==> config.mk <==
export PLATFORM = sky130hd
export DESIGN_NAME = pu_riscv_lsu_amo
export DESIGN_NICKNAME = d
export VERILOG_FILES = /design/src/rtl/pu_riscv_lsu_amo.sv
export SDC_FILE = /design/constraint.sdc
export NUM_CORES = 2
export LEC_CHECK = 0
export BUFFER_PORTS_ARGS = -buffer_cell sky130_fd_sc_hd__buf_2
export CAP_MARGIN = 40
export CORE_UTILIZATION = 50
export DETAILED_ROUTE_END_ITERATION = 16
export PLACE_DENSITY = 0.71
export SETUP_SLACK_MARGIN = 0.15
export SLEW_MARGIN = 20
export SYNTH_ARGS = -nofsm -noshare
export SYNTH_HDL_FRONTEND = slang
export SYNTH_SLANG_ARGS = --single-unit
==> constraint.sdc <==
create_clock -name clk -period 18.8 [get_ports clk]
set_clock_uncertainty 0.15 [all_clocks]
set_input_delay 2.82 -clock clk [delete_from_list [all_inputs] [get_ports clk]]
set_output_delay 2.82 -clock clk [all_outputs]
set_load 0.05 [all_outputs]
==> src/rtl/pu_riscv_lsu_amo.sv <==
// pu_riscv_lsu_amo
//   Load/store unit with RV-A atomics for the PU-RISCV execute stage.
//   Plain loads and stores issue in one cycle and never stall. LR/SC and
//   the nine AMOs are sequenced by a small FSM as a read and/or a write on
//   the data-memory port, with the pipeline held via lsu_stall meanwhile.
//   One load-reservation is tracked at 2**RSV_GRAN byte granularity.
//
// Ports
//   clk, rstn                   clock, async active-low reset
//   ex_stall                    execute stall, blocks issue while IDLE
//   lsu_stall                   LSU holds the pipeline (atomic in flight)
//   id_bubble, id_instr         instruction valid (inverted) and encoding
//   id/ex/mem/wb_exception      upstream exceptions, any bit blocks issue
//   lsu_bubble, lsu_r           result valid (inverted), AMO/LR old value or SC status
//   lsu_exception               registered id_exception OR atomic fault causes
//   opA, opB                    rs1/base, rs2/offset/store data
//   st_xlen                     current XLEN mode
//   dmem_*                      data-memory request/response
module pu_riscv_lsu_amo #(
   parameter int XLEN           = 64,
   parameter int ILEN           = 64,
   parameter int EXCEPTION_SIZE = 16,
   parameter int RSV_GRAN       = 3
) (
   input  logic                      clk,
   input  logic                      rstn,
   input  logic                      ex_stall,
   output logic                      lsu_stall,
   input  logic                      id_bubble,
   input  logic [ILEN-1:0]           id_instr,
   input  logic [EXCEPTION_SIZE-1:0] id_exception,
   input  logic [EXCEPTION_SIZE-1:0] ex_exception,
   input  logic [EXCEPTION_SIZE-1:0] mem_exception,
   input  logic [EXCEPTION_SIZE-1:0] wb_exception,
   output logic                      lsu_bubble,
   output logic [XLEN-1:0]           lsu_r,
   output logic [EXCEPTION_SIZE-1:0] lsu_exception,
   input  logic [XLEN-1:0]           opA,
   input  logic [XLEN-1:0]           opB,
   input  logic [1:0]                st_xlen,
   output logic [XLEN-1:0]           dmem_adr,
   output logic [XLEN-1:0]           dmem_d,
   output logic                      dmem_req,
   output logic                      dmem_we,
   output logic [2:0]                dmem_size,
   input  logic                      dmem_ack,
   input  logic [XLEN-1:0]           dmem_q,
   input  logic                      dmem_misaligned,
   input  logic                      dmem_page_fault
);

   localparam logic [6:0] OPC_LOAD  = 7'b0000011;
   localparam logic [6:0] OPC_STORE = 7'b0100011;
   localparam logic [6:0] OPC_AMO   = 7'b0101111;

   localparam logic [1:0] RV32I = 2'b01;

   localparam logic [2:0] BYTE       = 3'b000;
   localparam logic [2:0] HWORD      = 3'b001;
   localparam logic [2:0] WORD       = 3'b010;
   localparam logic [2:0] DWORD      = 3'b011;
   localparam logic [2:0] UNDEF_SIZE = 3'b111;

   localparam logic [4:0] AMO_LR   = 5'b00010;
   localparam logic [4:0] AMO_SC   = 5'b00011;
   localparam logic [4:0] AMO_SWAP = 5'b00001;
   localparam logic [4:0] AMO_ADD  = 5'b00000;
   localparam logic [4:0] AMO_XOR  = 5'b00100;
   localparam logic [4:0] AMO_AND  = 5'b01100;
   localparam logic [4:0] AMO_OR   = 5'b01000;
   localparam logic [4:0] AMO_MIN  = 5'b10000;
   localparam logic [4:0] AMO_MAX  = 5'b10100;
   localparam logic [4:0] AMO_MINU = 5'b11000;
   localparam logic [4:0] AMO_MAXU = 5'b11100;

   localparam int CAUSE_MISALIGNED_LOAD  = 4;
   localparam int CAUSE_MISALIGNED_STORE = 6;
   localparam int CAUSE_LOAD_PAGE_FAULT  = 13;
   localparam int CAUSE_STORE_PAGE_FAULT = 15;

   typedef enum logic [1:0] {IDLE, AMO_RD, AMO_WR} state_t;

   state_t                      state_q;
   logic                        dmem_req_q, dmem_we_q;
   logic [XLEN-1:0]             dmem_adr_q, dmem_d_q;
   logic [2:0]                  dmem_size_q;
   logic                        lsu_stall_q, lsu_bubble_q;
   logic [XLEN-1:0]             lsu_r_q;
   logic [EXCEPTION_SIZE-1:0]   lsu_exc_q;
   logic                        rsv_vld_q;
   logic [XLEN-1:RSV_GRAN]      rsv_adr_q;
   logic [4:0]                  op_q;
   logic                        word_q, lr_q;
   logic [XLEN-1:0]             opb_q;

   // Byte-lane shift (in bits) for a given address
   function automatic logic [5:0] lane_sh(input logic [XLEN-1:0] a);
      if (XLEN == 64) return {a[2:0], 3'b000};
      else            return {1'b0, a[1:0], 3'b000};
   endfunction

   function automatic logic [XLEN-1:0] amo_alu(input logic [4:0] op, input logic word,
                                              input logic [XLEN-1:0] a, input logic [XLEN-1:0] b);
      logic [XLEN-1:0] r;
      logic [31:0]     a32, b32, r32;
      r   = '0;
      a32 = a[31:0];
      b32 = b[31:0];
      r32 = '0;
      if (word) begin
         case (op)
            AMO_SWAP: r32 = b32;
            AMO_ADD : r32 = a32 + b32;
            AMO_XOR : r32 = a32 ^ b32;
            AMO_AND : r32 = a32 & b32;
            AMO_OR  : r32 = a32 | b32;
            AMO_MIN : r32 = ($signed(a32) < $signed(b32)) ? a32 : b32;
            AMO_MAX : r32 = ($signed(a32) > $signed(b32)) ? a32 : b32;
            AMO_MINU: r32 = (a32 < b32) ? a32 : b32;
            AMO_MAXU: r32 = (a32 > b32) ? a32 : b32;
            default : r32 = b32;
         endcase
         r[31:0] = r32;
      end else begin
         case (op)
            AMO_SWAP: r = b;
            AMO_ADD : r = a + b;
            AMO_XOR : r = a ^ b;
            AMO_AND : r = a & b;
            AMO_OR  : r = a | b;
            AMO_MIN : r = ($signed(a) < $signed(b)) ? a : b;
            AMO_MAX : r = ($signed(a) > $signed(b)) ? a : b;
            AMO_MINU: r = (a < b) ? a : b;
            AMO_MAXU: r = (a > b) ? a : b;
            default : r = b;
         endcase
      end
      return r;
   endfunction

   // Decode
   logic [6:0]                opcode;
   logic [2:0]                func3;
   logic [4:0]                func5;
   logic                      dw_ok, issue;
   logic [XLEN-1:0]           imm_s, adr_ld, adr_st, st_data, sc_data;
   logic [2:0]                ld_size, st_size;
   logic                      amo_size_ok, st_rsv_hit, sc_rsv_hit;
   logic [XLEN-1:0]           old_raw, old_val, wr_val;
   logic                      fault;
   logic [EXCEPTION_SIZE-1:0] flt_bits;
   logic                      unused_bits;

   assign unused_bits = ^id_instr;

   always_comb begin
      opcode  = id_instr[6:0];
      func3   = id_instr[14:12];
      func5   = id_instr[31:27];
      dw_ok   = (XLEN == 64) && (st_xlen != RV32I);
      issue   = (state_q == IDLE) && !ex_stall && !id_bubble &&
                ~|{id_exception, ex_exception, mem_exception, wb_exception};
      imm_s   = {{(XLEN-12){id_instr[31]}}, id_instr[31:25], id_instr[11:7]};
      adr_ld  = opA + opB;
      adr_st  = opA + imm_s;
      st_data = opB << lane_sh(adr_st);
      sc_data = opB << lane_sh(opA);

      case (func3)
         3'b000, 3'b100: ld_size = BYTE;
         3'b001, 3'b101: ld_size = HWORD;
         3'b010:         ld_size = WORD;
         3'b110:         ld_size = dw_ok ? WORD  : UNDEF_SIZE;
         3'b011:         ld_size = dw_ok ? DWORD : UNDEF_SIZE;
         default:        ld_size = UNDEF_SIZE;
      endcase
      case (func3)
         3'b000:  st_size = BYTE;
         3'b001:  st_size = HWORD;
         3'b010:  st_size = WORD;
         3'b011:  st_size = dw_ok ? DWORD : UNDEF_SIZE;
         default: st_size = UNDEF_SIZE;
      endcase

      amo_size_ok = (func3 == 3'b010) || ((func3 == 3'b011) && dw_ok);
      st_rsv_hit  = rsv_vld_q && (rsv_adr_q == adr_st[XLEN-1:RSV_GRAN]);
      sc_rsv_hit  = rsv_vld_q && (rsv_adr_q == opA[XLEN-1:RSV_GRAN]);

      // Old value is taken from the addressed lane; W results are sign-extended
      old_raw = dmem_q >> lane_sh(dmem_adr_q);
      old_val = old_raw;
      if (word_q) begin
         old_val       = {XLEN{old_raw[31]}};
         old_val[31:0] = old_raw[31:0];
      end
      wr_val = amo_alu(op_q, word_q, old_raw, opb_q) << lane_sh(dmem_adr_q);

      fault    = dmem_req_q && (dmem_misaligned || dmem_page_fault);
      flt_bits = '0;
      if (lr_q) begin
         flt_bits[CAUSE_MISALIGNED_LOAD] = dmem_misaligned;
         flt_bits[CAUSE_LOAD_PAGE_FAULT] = dmem_page_fault;
      end else begin
         flt_bits[CAUSE_MISALIGNED_STORE] = dmem_misaligned;
         flt_bits[CAUSE_STORE_PAGE_FAULT] = dmem_page_fault;
      end
   end

   always_ff @(posedge clk or negedge rstn) begin
      if (!rstn) begin
         state_q      <= IDLE;
         dmem_req_q   <= 1'b0;
         dmem_we_q    <= 1'b0;
         dmem_adr_q   <= '0;
         dmem_d_q     <= '0;
         dmem_size_q  <= UNDEF_SIZE;
         lsu_stall_q  <= 1'b0;
         lsu_bubble_q <= 1'b1;
         lsu_r_q      <= '0;
         lsu_exc_q    <= '0;
         rsv_vld_q    <= 1'b0;
         rsv_adr_q    <= '0;
         op_q         <= '0;
         word_q       <= 1'b0;
         lr_q         <= 1'b0;
         opb_q        <= '0;
      end else begin
         if (!lsu_stall_q) lsu_exc_q <= id_exception;

         case (state_q)
            IDLE: begin
               dmem_req_q   <= 1'b0;
               lsu_bubble_q <= 1'b1;
               if (issue) begin
                  if (opcode == OPC_LOAD) begin
                     dmem_req_q   <= 1'b1;
                     dmem_we_q    <= 1'b0;
                     dmem_adr_q   <= adr_ld;
                     dmem_size_q  <= ld_size;
                     lsu_bubble_q <= 1'b0;
                  end else if (opcode == OPC_STORE) begin
                     dmem_req_q   <= 1'b1;
                     dmem_we_q    <= 1'b1;
                     dmem_adr_q   <= adr_st;
                     dmem_size_q  <= st_size;
                     dmem_d_q     <= st_data;
                     lsu_bubble_q <= 1'b0;
                     if (st_rsv_hit) rsv_vld_q <= 1'b0;
                  end else if (opcode == OPC_AMO && amo_size_ok) begin
                     dmem_adr_q  <= opA;
                     dmem_size_q <= func3[0] ? DWORD : WORD;
                     op_q        <= func5;
                     word_q      <= ~func3[0];
                     lr_q        <= (func5 == AMO_LR);
                     opb_q       <= opB;
                     if (func5 == AMO_SC) begin
                        rsv_vld_q <= 1'b0;
                        if (sc_rsv_hit) begin
                           dmem_req_q  <= 1'b1;
                           dmem_we_q   <= 1'b1;
                           dmem_d_q    <= sc_data;
                           lsu_stall_q <= 1'b1;
                           lsu_r_q     <= '0;
                           state_q     <= AMO_WR;
                        end else begin
                           lsu_r_q      <= {{(XLEN-1){1'b0}}, 1'b1};
                           lsu_bubble_q <= 1'b0;
                        end
                     end else begin
                        dmem_req_q  <= 1'b1;
                        dmem_we_q   <= 1'b0;
                        lsu_stall_q <= 1'b1;
                        state_q     <= AMO_RD;
                     end
                  end
               end
            end

            AMO_RD: begin
               if (fault) begin
                  dmem_req_q   <= 1'b0;
                  lsu_stall_q  <= 1'b0;
                  lsu_bubble_q <= 1'b0;
                  lsu_exc_q    <= id_exception | flt_bits;
                  rsv_vld_q    <= 1'b0;
                  state_q      <= IDLE;
               end else if (dmem_ack) begin
                  lsu_r_q <= old_val;
                  if (lr_q) begin
                     dmem_req_q   <= 1'b0;
                     lsu_stall_q  <= 1'b0;
                     lsu_bubble_q <= 1'b0;
                     rsv_vld_q    <= 1'b1;
                     rsv_adr_q    <= dmem_adr_q[XLEN-1:RSV_GRAN];
                     state_q      <= IDLE;
                  end else begin
                     // request stays asserted, turning into the write half
                     dmem_we_q <= 1'b1;
                     dmem_d_q  <= wr_val;
                     state_q   <= AMO_WR;
                  end
               end
            end

            AMO_WR: begin
               if (fault) begin
                  dmem_req_q   <= 1'b0;
                  dmem_we_q    <= 1'b0;
                  lsu_stall_q  <= 1'b0;
                  lsu_bubble_q <= 1'b0;
                  lsu_exc_q    <= id_exception | flt_bits;
                  rsv_vld_q    <= 1'b0;
                  state_q      <= IDLE;
               end else if (dmem_ack) begin
                  dmem_req_q   <= 1'b0;
                  dmem_we_q    <= 1'b0;
                  lsu_stall_q  <= 1'b0;
                  lsu_bubble_q <= 1'b0;
                  state_q      <= IDLE;
               end
            end

            default: state_q <= IDLE;
         endcase
      end
   end

   assign lsu_stall     = lsu_stall_q;
   assign lsu_bubble    = lsu_bubble_q;
   assign lsu_r         = lsu_r_q;
   assign lsu_exception = lsu_exc_q;
   assign dmem_adr      = dmem_adr_q;
   assign dmem_d        = dmem_d_q;
   assign dmem_req      = dmem_req_q;
   assign dmem_we       = dmem_we_q;
   assign dmem_size     = dmem_size_q;

endmodule

==> qor.txt <==
Crit path cell chain - buf_2 -> mux2i_1 -> nand2_1 -> o21ai_0 -> o21ai_0 -> inv_1 -> ha_1 -> nor4_1 -> and4_1 -> nand3_1 -> or2_1 -> nand3_1 -> o21ai_0 -> a21o_1 -> nand2_1 -> buf_4 -> o211ai_1 -> a21oi_1 -> a2bb2oi_1 -> mux2i_1 -> a221oi_1 -> nor2_1
Iter 0 DRT Violations - 6,389
Data arrival time of the critical path - 10.02 ns
Max Fclk - 0.103 GHz
Reg-to-Reg End - dmem_d[27]
Number of enable-type register cells in the synthesized netlist - 0
# Max-Cap Violations - 0
Element type at the critical path end - flop
Die ar. - 80,200 µm²
DRC violations left - 0
Maximum net fanout on the critical path - 15
Critical Setup Path Class - input port to flop
# clock sinks - 350
Overflow after GRT - 0
Iteration count of the initial detailed-routing pass - 8
Least-Margin Pin Slew - 1.09 ns
Total setup violations reported at the end of the flow - 0
Commonest cells after routing, fill and taps aside - nand2_1, o21ai_0, buf_2, a21oi_1, nor2_1
Pin count of the biggest net entering global routing - 92
Power density normalized to cell area - 84.6 nW/µm²
Port Buffers - 501
Cell Area, Synth - 39,500 µm²
P_leak - 20.6 nW
TritonCTS clock tree - done
Height of the die - 283 µm
Hold Vio Cnt, Final - 0
Setup bufs post-CTS - 0
Post-route met1 wirelength - 75.0 mm
Remaining max-slew budget at the tightest pin - 0.271
Mean area per synthesized cell - 7.51 µm²
Vias post-DR - 45,860
Later-pin clock latency in the skew report - 0.62 ns
Kind of launch point of the worst setup path - input port
Min-delay worst type - flop to flop
Status - finished clean
Post-layout utilization of the core - 0.576
Share of final-layout standard cells stronger than drive strength 1 - 0.160
Width of the die - 283 µm
Post-CTS Resized - 0
Peak supply drop - 0.128 mV
Pre-CTS setup slack - 8.75 ns
Nets@finish - 6,270
Unrepaired setup endpoints after global routing - false
Worst reg2reg setup slack - 9.84 ns
Overall track demand over capacity in global routing - 0.479
Area inside the core boundary - 77,800 µm²
First-pass GRT wire length - 287 mm
Nets in the synthesized netlist - 5,915
WL met2 - 83.8 mm
Most common library cell in the layout ignoring fill and taps - nand2_1
Number of cells on the worst reg-to-reg path - 25
Vias in the first global route - 42,089
Unique cell type count in the Yosys netlist - 114
Source of the worst register-to-register timing path - dmem_adr[1]
Crit share post-route - 0.517
Root Buffer Master - clkbuf_16
Antenna violations before repair - 3
Yosys warns - 0
Critical path depth in cells - 22
Cell count after synthesis - 5,263
Endpoint of the most critical setup path - dmem_d[27]
Total Negative Setup Slacks - 0 ns
Share of flip-flops with an asynchronous set or reset - 1.00
Worst path setup slack after routing - 9.08 ns
Final Slew Violations - 0
Post-detail-place hpwl - 155 mm
Register bit total from synthesis - 350
Total of hold buffers inserted after clock tree synthesis - 0
Cell with the biggest individual delay on the critical path - a221oi_1
Maximum clock path buffer count - 3
Detailed-route wire length - 201 mm
Initial Utilization - 0.508
Total buffers and inverters traversed by the critical path - 3
Minimum clock period after layout - 9.72 ns
Final weighted congestion in routability-driven placement - 1.09
Signed area change from the synthesized netlist to the final layout - 13.5%
Critical path origin - dmem_q[51]
CTS buffer count - 46
Req. time, crit path - 19.11 ns
CP peak stage delay - 0.90 ns
I/O pins - 544
Drt wl/cell - 30.0 µm
Most frequently used flop master after synthesis - dfrtp_1
Worst path top cell family by delay - compound AO/OA/AOI/OAI gates
Number of routed nets with antenna violations - 0
Avg Vias per Cell - 6.85
Cell repeated most along the worst path - o21ai_0
CTS clock-pin slew for the worst setup and hold paths - 0.06 ns
Metal3 WL - 23.5 mm
Top layer in use - met5
Row cnt - 102
Clock H-tree levels - 2
Share of synthesized area occupied by flip-flops and latches - 0.222
==> synth_stat cells, types with 75 or more instances <==
cell type / number / area (µm²)
nor3_1: 96 / 480
clkbuf_1: 248 / 931
mux2i_1: 112 / 1120
a21o_1: 94 / 706
ha_1: 320 / 4000
xor2_1: 82 / 718
a211oi_1: 84 / 631
dfrtp_1: 346 / 8660
nand2_1: 629 / 2360
nor2_1: 458 / 1720
a21oi_1: 462 / 2310
xnor2_1: 166 / 1450
nand3_1: 75 / 375
inv_1: 250 / 938
mux2_2: 104 / 1170
o21ai_0: 554 / 2770
a221oi_1: 81 / 709
==> metal layers <==
layer  up-vias  global-route usage
met5         -            0.000595
met4         2               0.372
met3       776               0.109
met2      3301               0.706
met1     21718               0.606
li1      20063                   -
==> final cells by class <==
| cell class | count | area [µm²] |
|---|---|---|
| antenna | 3 | 7.51 |
| clock buffer | 57 | 1240 |
| clock inverter | 28 | 355 |
| fill | 7500 | 33000 |
| inverter | 254 | 953 |
| multi-input combinational | 4333 | 28600 |
| sequential | 350 | 8770 |
| tap | 1040 | 1300 |
| timing repair buffer | 633 | 3590 |
==> tightest hold or removal path, cell delays in order, from the launching register on <==
cell and delay (ns):
dfrtp_1 0.34, nand2_1 0.04, o21ai_0 0.05
==> state kept, by name (all words and copies together) (netlist names) <==
name           flops
rsv_adr_q         61
dmem_req           1
opb_q             64
rsv_vld_q          1
lsu_stall          1
lsu_bubble         1
word_q             1
lsu_r             64
dmem_d            64
dmem_we            1
dmem_size          3
lsu_exception     16
dmem_adr          64
state_q            2
lr_q               1
op_q               5
==> worst min-delay path by stage <==
stage	start	to	depth (start not counted)	slack, ns
finish	lsu_r[22]	lsu_r[22]	2	0.32
global route	lsu_r[22]	lsu_r[22]	2	0.34
CTS	lsu_r[27]	lsu_r[27]	2	0.33
detailed placement	lsu_r[30]	lsu_r[30]	2	0.31
global placement	lsu_r[24]	lsu_r[24]	2	0.31
floorplan	op_q[1]	op_q[1]	2	0.32
==> power by group <==
group	internal [mW]	switching, mW	total [mW]
clock network	0.568	0.405	0.974
registers	0.889	0.125	1.01
logic	0.501	1.31	1.81
total	1.96	1.84	3.80
==> logic make-up after synthesis <==
logic type | after synthesis | synth area share
AND/OR/NAND/NOR | 1623 | 0.188
XOR/XNOR | 252 | 0.0573
buffers and inverters | 580 | 0.0574
AO/OA/AOI/OAI | 1914 | 0.313
flip-flops | 350 | 0.222
multiplexers | 220 | 0.0600
adder cells (fa/ha/maj) | 324 | 0.103
==> stage by stage <==
step / std cells / power, mW / hold WS, ns / cell area [µm²]
finish: 6698 / 3.80 / 0.320 / 44900
global route: 6696 / 3.91 / 0.341 / 44900
CTS: 6682 / 3.74 / 0.327 / 44700
detailed placement: 6597 / 2.77 / 0.315 / 43200
global placement: 6564 / 2.74 / 0.307 / 42800
floorplan: 5263 / 2.17 / 0.319 / 39500
Power figures use the tool's default switching activity.
